**src/rtl/regfile_wb_arbiter.sv**
```systemverilog
// rtl/regfile_wb_arbiter.sv - round-robin write-back arbiter for the register-file write port, with busy scoreboard
// Optional same-cycle bypass of the scoreboard: define REGFILE_WB_ARBITER_BYPASS_EN.
module regfile_wb_arbiter #(
  parameter int ADDR_WIDTH = 5,
  parameter int DATA_WIDTH = 32
) (
  input  logic                  clk,
  input  logic                  rst,
  input  logic                  req0_valid,
  output logic                  req0_ready,
  input  logic [ADDR_WIDTH-1:0] req0_addr,
  input  logic [DATA_WIDTH-1:0] req0_data,
  input  logic                  req1_valid,
  output logic                  req1_ready,
  input  logic [ADDR_WIDTH-1:0] req1_addr,
  input  logic [DATA_WIDTH-1:0] req1_data,
  output logic                  rf_wen,
  output logic [ADDR_WIDTH-1:0] rf_waddr,
  output logic [DATA_WIDTH-1:0] rf_wdata,
  input  logic                  mark_valid,
  input  logic [ADDR_WIDTH-1:0] mark_addr,
  output logic                  mark_ready,
  input  logic [ADDR_WIDTH-1:0] chk_addr1,
  input  logic [ADDR_WIDTH-1:0] chk_addr2,
`ifdef REGFILE_WB_ARBITER_BYPASS_EN
  output logic [DATA_WIDTH-1:0] fwd_data1,
  output logic [DATA_WIDTH-1:0] fwd_data2,
`endif
  output logic                  busy1,
  output logic                  busy2
);

  localparam int DEPTH = 2 ** ADDR_WIDTH;

  logic             prio;
  logic [DEPTH-1:0] busy;
  logic [DEPTH-1:0] busy_nxt;
  logic             winner;
  logic             handshake;
  logic             mark_take;
  logic             sb_busy1;
  logic             sb_busy2;

  // Contested cycles follow prio; otherwise whichever side is valid wins.
  always_comb begin
    winner = 1'b0;
    if (req0_valid && req1_valid) begin
      winner = prio;
    end else if (req1_valid) begin
      winner = 1'b1;
    end
  end

  assign req0_ready = !rst && req0_valid && (winner == 1'b0);
  assign req1_ready = !rst && req1_valid && (winner == 1'b1);
  assign handshake  = req0_ready || req1_ready;

  assign rf_waddr = winner ? req1_addr : req0_addr;
  assign rf_wdata = winner ? req1_data : req0_data;
  assign rf_wen   = handshake && (rf_waddr != '0);

  assign mark_ready = !rst && (!busy[mark_addr] || (mark_addr == '0));
  assign mark_take  = mark_valid && mark_ready && (mark_addr != '0);

  // Clear is applied after set so a write always wins over a claim on the same register.
  always_comb begin
    busy_nxt = busy;
    if (mark_take) begin
      busy_nxt[mark_addr] = 1'b1;
    end
    if (handshake) begin
      busy_nxt[rf_waddr] = 1'b0;
    end
    busy_nxt[0] = 1'b0;
  end

  always_ff @(posedge clk) begin
    if (rst) begin
      prio <= 1'b0;
      busy <= '0;
    end else begin
      busy <= busy_nxt;
      if (handshake) begin
        prio <= ~winner;
      end
    end
  end

  assign sb_busy1 = !rst && busy[chk_addr1];
  assign sb_busy2 = !rst && busy[chk_addr2];

`ifdef REGFILE_WB_ARBITER_BYPASS_EN
  logic hit1;
  logic hit2;

  assign hit1      = rf_wen && (rf_waddr == chk_addr1);
  assign hit2      = rf_wen && (rf_waddr == chk_addr2);
  assign busy1     = sb_busy1 && !hit1;
  assign busy2     = sb_busy2 && !hit2;
  assign fwd_data1 = hit1 ? rf_wdata : '0;
  assign fwd_data2 = hit2 ? rf_wdata : '0;
`else
  assign busy1 = sb_busy1;
  assign busy2 = sb_busy2;
`endif

endmodule

```
**config.mk**
```make
export PLATFORM = sky130hd
export DESIGN_NAME = regfile_wb_arbiter
export DESIGN_NICKNAME = d
export VERILOG_FILES = /design/src/rtl/regfile_wb_arbiter.sv
export SDC_FILE = /design/constraint.sdc
export NUM_CORES = 1
export LEC_CHECK = 0
export BUFFER_PORTS_ARGS = -buffer_cell sky130_fd_sc_hd__buf_2
export CAP_MARGIN = 20
export CORE_ASPECT_RATIO = 0.5
export CORE_UTILIZATION = 40
export DETAILED_ROUTE_END_ITERATION = 16
export PLACE_DENSITY_LB_ADDON = 0.08
export SLEW_MARGIN = 20
export SYNTH_ARGS = -nofsm -noshare
export SYNTH_HDL_FRONTEND = slang
export SYNTH_SLANG_ARGS = --single-unit
```
**constraint.sdc**
```tcl
create_clock -name clk -period 5.3 [get_ports clk]
set_input_delay 0.53 -clock clk [delete_from_list [all_inputs] [get_ports clk]]
set_output_delay 0.53 -clock clk [all_outputs]
set_load 0.005 [all_outputs]
```
Word-level counts from Yosys, hierarchy flattened
Cells that the tools add are included.

word-level totals
  register bits after elaboration = 33
  input bits = 94
  output and inout port bits = 43
  logic and storage cells = 49

cells by class
  $lt $le $gt $ge = 6
  multiplexer cells = 16
  bitwise gates (word level) = 4
  reductions and logical operators = 20

operators with widths
  kind                  count
  $mux W32              3
  $and A32 B32 Y32      1
  $not A32 Y32          1
  $or A32 B32 Y32       1
  $lt A5 B6 Y1 const B  4
  $bmux W1 S5           3
  $logic_and A1 B1 Y1   13
  $demux W1 S5          2
  $ge A5 B1 Y1 const B  2
  $reduce_bool A5 Y1    2
  $mux W1               7
  $logic_not A5 Y1      1
  $mux W5               1
  $logic_not A1 Y1      2
  $logic_or A1 B1 Y1    2
  $not A1 Y1            1

Longest topological paths before layout
  word-level depth = 10
  gate-level depth with buffers = 7
  depth with buffers taken out = 6

Worst setup path after synthesis
Ideal clock, no wire load.

  path type = input to output
  from = in req1_valid
  to = out rf_waddr[2]
  data arrival time = 1.913 ns
  path slack = 2.857 ns
  cell stages on the path = 5
  path buffers = 3
  path through = clkbuf_1 -> nand2_1 -> clkbuf_1 -> clkbuf_1 -> mux2_2

on the way
  cells in the longest elaborated chain, start to end = 3

RTL lines
  item                                            RTL line  text
  from (decl)                                     13        input logic req1_valid,
  $mux W1 or $logic_and A1 B1 Y1 (tied branches)  49, 47
  $mux W1 (*)                                     47        if (req0_valid && req1_valid) begin
  $mux W5 (*)                                     58        assign rf_waddr = winner ? req1_addr : req0_addr;
  to (decl)                                       18        output logic [ADDR_WIDTH-1:0] rf_waddr,

Mark *: on every way between the ends. The rest lies on a longest branch, timed or not.

Final worst setup path
  from = in mark_addr[1]
  to = out mark_ready

on the way
  cells in the longest elaborated chain, start to end = 5

RTL lines
  item                           RTL line  text
  from (decl)                    21        input logic [ADDR_WIDTH-1:0] mark_addr,
  $bmux W1 S5                    62        assign mark_ready = !rst && (!busy[mark_addr] || (mark_addr == '0));
  $mux W1 (implied by the code)  62
  $logic_not A1 Y1               62
  $logic_or A1 B1 Y1 (*)         62
  $logic_and A1 B1 Y1 (*)        62
  to (decl)                      22        output logic mark_ready,

Mark *: on every way between the ends. The rest lies on a longest branch, timed or not. The select of a mux whose other input is x is not followed.

==> flow_summary.ini <==
[status]
status = complete, no violations

[die]
design.portCount = 137
die_w_um = 120
rows = 21
core_um2 = 6700
initial_standard_cell_utilization_of_the_core_pct = 41.6
design.die.area_um2 = 7320
chipHeight_um = 61.0

[sta]
achievable-frequency_mhz = 360
final-max-slew-violation-count = 0
tns_ns = 0
finalSetupViolCount = 0
worst_pin_slew_ns = 1.00
relSlewSlack_pct = 33.2
final-hold-violation-count = 0
rsz0062_at_grt = no
final.setup_skew_ns = 0.00391
period_needed_ns = 2.78
period_share_pct = 52.4

[cts]
numCtsBuffers = 5
number_of_buffers_on_the_longest_clock_path = 2
clock_latency_ns = 0.28
hold_bufs_at_cts = 0
clock_tree.htree_level_count = 2
setup_bufs_post_cts = 0
tritoncts_num_sinks = 32
cts_root_buffer = sky130_fd_sc_hd__clkbuf_16
worst_setup_hold_path_clk_slew_ns = 0.05
clock_tree_from_tritoncts = done
ctsResizeCount = 0

[pwr]
power.leakage_nw = 1.51
finalPower_w = 0.000761
p_per_area_nw_per_um2 = 208
maximum_vdd_ir_drop_mv = 0.0895

[setup_path]
critical_path.reg2reg.startpoint = prio
setup.reg_to_reg.worst_slack_ns = 3.06
rr_endpoint = busy[12]
worstSetupStartpointType = primary input
required_ns = 4.77
worst_r2r_path_depth = 6
crit_path_end_kind = output port
critical_path_arrival_ns = 2.25
critical_path_peak_fanout = 16
timing_worst_setup_path_type = primary input to output port

[yosys]
netlist_instances = 286
synth-simple-area-share_pct = 15.9
seq_area_frac_synth_pct = 23.0
syn_area_um2 = 2790
compound_gate_portion_of_the_synthesized_area_pct = 19.0
synthXorXnorAreaFrac_pct = 0
syn_nets = 380
synthesis.area_per_instance_um2 = 9.74
yosys_warnings = 0
synth-adder-area-share_pct = 0
synth_top_family_by_area = multiplexers
yosys.cell_types.count = 41
fraction_of_synthesized_area_in_multiplexers_pct = 37.9
yosys_register_bits = 32

[routing]
average_via_count_per_standard_cell = 6.01
total_routed_wirelength_um = 9860
drcViolationCount = 0
antenna_left = 0
drt-wirelength-per-cell_um = 19.6
detailroute.via_count = 3015
drt-initial-drc-count = 183
detail_route.first_pass.iterations = 5

[finish]
syn_to_final_growth_pct = 31.5
instances_no_fill = 502
share_of_final_layout_standard_cells_stronger_than_drive_strength_1_pct = 50.2
final_nets = 503
fin_area_um2 = 3660
final_core_occ_pct = 54.7
fillers = 629
number_of_antenna_cells_inserted = 0

[grt]
antenna_found_initial = 0
grt_max_degree = 45
grt_pass1_wl_um = 15000
first_global_vias = 2864
grt_usage_pct = 27.3
globalRouteOverflowTotal = 0

[hold_path]
timing.hold.worst_path_depth = 2
worstHoldEndpoint = prio
holdCritStartpoint = prio
hold_path.class = flop to flop

[placement]
dp.cells = 494
portBuffers = 136
placed_cell_area_um2 = 3500
detailedPlacementHpwl_um = 7720
globalplace.congestion = 0.935

[run]
cap_viol_max_count = 0
## area by class of cell
cell class | count | area [um2] | area share, %
Sequential cell | 32 | 641 | 17.5
Tap cell | 92 | 115 | 3.14
Clock buffer | 5 | 125 | 3.41
Clock inverter | 3 | 42.5 | 1.16
Inverter | 4 | 15.0 | 0.410
Multi-Input combinational cell | 228 | 2030 | 55.4
Timing Repair Buffer | 138 | 696 | 19.0
## registers in the layout (all words and copies together) (netlist names)
| name | cells |
|---|---|
| prio | 1 |
| busy | 31 |
## power by group
part           internal [W]  leakage, nW  switching (W)  total (W)
clock network      0.000221       0.0798       0.000109   0.000329
registers          0.000243        0.258     0.00000261   0.000246
logic             0.0000892         1.17      0.0000974   0.000187
total              0.000553         1.51       0.000209   0.000761
## cells in the final DEF, fill, tap and decap left out, types with 8 or more instances in the layout
cell and instances:
sky130_fd_sc_hd__nor2_1 15, sky130_fd_sc_hd__mux2i_1 10, sky130_fd_sc_hd__dfxtp_1 32, sky130_fd_sc_hd__a21oi_1 35, sky130_fd_sc_hd__nand2_1 13, sky130_fd_sc_hd__mux2_2 30
sky130_fd_sc_hd__nor3_1 8, sky130_fd_sc_hd__mux4_2 23, sky130_fd_sc_hd__buf_2 136, sky130_fd_sc_hd__a211oi_1 23, sky130_fd_sc_hd__a31oi_1 10, sky130_fd_sc_hd__mux2_1 9
## per-layer routing
layer | track usage [%] | routed length (um) | share of wire (%) | up-vias
li1 | - | - | - | 1384
met1 | 35.4 | 4260 | 43 | 1456
met2 | 43.9 | 4420 | 45 | 162
met3 | 9.17 | 1060 | 11 | 13
met5 | 0 | 0 | 0 | -
met4 | 8.57 | 125 | 1.3 | 0
## synthesized netlist by cell type
| master | instances | area [um2] |
|---|---|---|
| sky130_fd_sc_hd__a2111o_1 | 2 | 22.5 |
| sky130_fd_sc_hd__a211oi_1 | 23 | 173 |
| sky130_fd_sc_hd__a21o_1 | 1 | 7.51 |
| sky130_fd_sc_hd__a21oi_1 | 35 | 175 |
| sky130_fd_sc_hd__a311oi_1 | 4 | 35.0 |
| sky130_fd_sc_hd__a31oi_1 | 10 | 62.6 |
| sky130_fd_sc_hd__and2_1 | 1 | 6.26 |
| sky130_fd_sc_hd__and3_1 | 5 | 31.3 |
| sky130_fd_sc_hd__and3b_1 | 1 | 8.76 |
| sky130_fd_sc_hd__buf_1 | 2 | 7.51 |
| sky130_fd_sc_hd__buf_2 | 7 | 35.0 |
| sky130_fd_sc_hd__buf_6 | 1 | 11.3 |
| sky130_fd_sc_hd__clkbuf_1 | 11 | 41.3 |
| sky130_fd_sc_hd__clkbuf_2 | 1 | 5.00 |
| sky130_fd_sc_hd__dfxtp_1 | 32 | 641 |
| sky130_fd_sc_hd__inv_1 | 3 | 11.3 |
| sky130_fd_sc_hd__inv_2 | 1 | 3.75 |
| sky130_fd_sc_hd__mux2_1 | 9 | 101 |
| sky130_fd_sc_hd__mux2_2 | 30 | 338 |
| sky130_fd_sc_hd__mux2i_1 | 10 | 100 |
| sky130_fd_sc_hd__mux4_2 | 23 | 518 |
| sky130_fd_sc_hd__nand2_1 | 13 | 48.8 |
| sky130_fd_sc_hd__nand2b_1 | 2 | 12.5 |
| sky130_fd_sc_hd__nand3_1 | 4 | 20.0 |
| sky130_fd_sc_hd__nand4_1 | 2 | 12.5 |
| sky130_fd_sc_hd__nand4b_1 | 2 | 17.5 |
| sky130_fd_sc_hd__nor2_1 | 15 | 56.3 |
| sky130_fd_sc_hd__nor2_4 | 2 | 22.5 |
| sky130_fd_sc_hd__nor2b_1 | 5 | 31.3 |
| sky130_fd_sc_hd__nor3_1 | 8 | 40.0 |
| sky130_fd_sc_hd__nor3b_1 | 4 | 30.0 |
| sky130_fd_sc_hd__nor3b_2 | 1 | 12.5 |
| sky130_fd_sc_hd__nor4_1 | 1 | 6.26 |
| sky130_fd_sc_hd__nor4_4 | 1 | 21.3 |
| sky130_fd_sc_hd__nor4b_1 | 3 | 26.3 |
| sky130_fd_sc_hd__nor4b_2 | 1 | 15.0 |
| sky130_fd_sc_hd__nor4b_4 | 1 | 23.8 |
| sky130_fd_sc_hd__o211ai_1 | 3 | 22.5 |
| sky130_fd_sc_hd__o21ai_0 | 1 | 5.00 |
| sky130_fd_sc_hd__o21ai_1 | 4 | 20.0 |
| sky130_fd_sc_hd__o21bai_1 | 1 | 7.51 |
## worst max-delay path by stage
stage	depth (start not counted)	endpoint	slack, ns	from
floorplan	5	rf_waddr[2]	2.86	req1_valid
global placement	7	mark_ready	2.60	mark_addr[1]
detailed placement	7	mark_ready	2.55	mark_addr[1]
CTS	7	mark_ready	2.55	mark_addr[1]
global route	7	rf_wen	2.44	prio
finish	7	mark_ready	2.52	mark_addr[1]
## per-stage QoR
stage | setup WS, ns | hold WS (ns)
after global routing | 2.44 | 0.578
final | 2.52 | 0.528
after detailed placement | 2.55 | 0.510
after CTS | 2.55 | 0.528
after global placement | 2.60 | 0.518
after floorplan | 2.86 | 0.472
## worst max-delay path, stage by stage
cell and delay, ns:
sky130_fd_sc_hd__buf_2 0.34, sky130_fd_sc_hd__mux4_2 0.55, sky130_fd_sc_hd__a21oi_1 0.17, sky130_fd_sc_hd__a21o_1 0.29
sky130_fd_sc_hd__nand3_1 0.11, sky130_fd_sc_hd__a21oi_1 0.13, sky130_fd_sc_hd__buf_2 0.13
## cells by family (layout without fill, tap and decap cells)
family	count (synthesis)	after routing
flops	32	32
buf+inv	26	150
compound gates	84	84
mux	72	72
simple gates	72	72
Note: power is estimated with default switching activity, not from simulation.
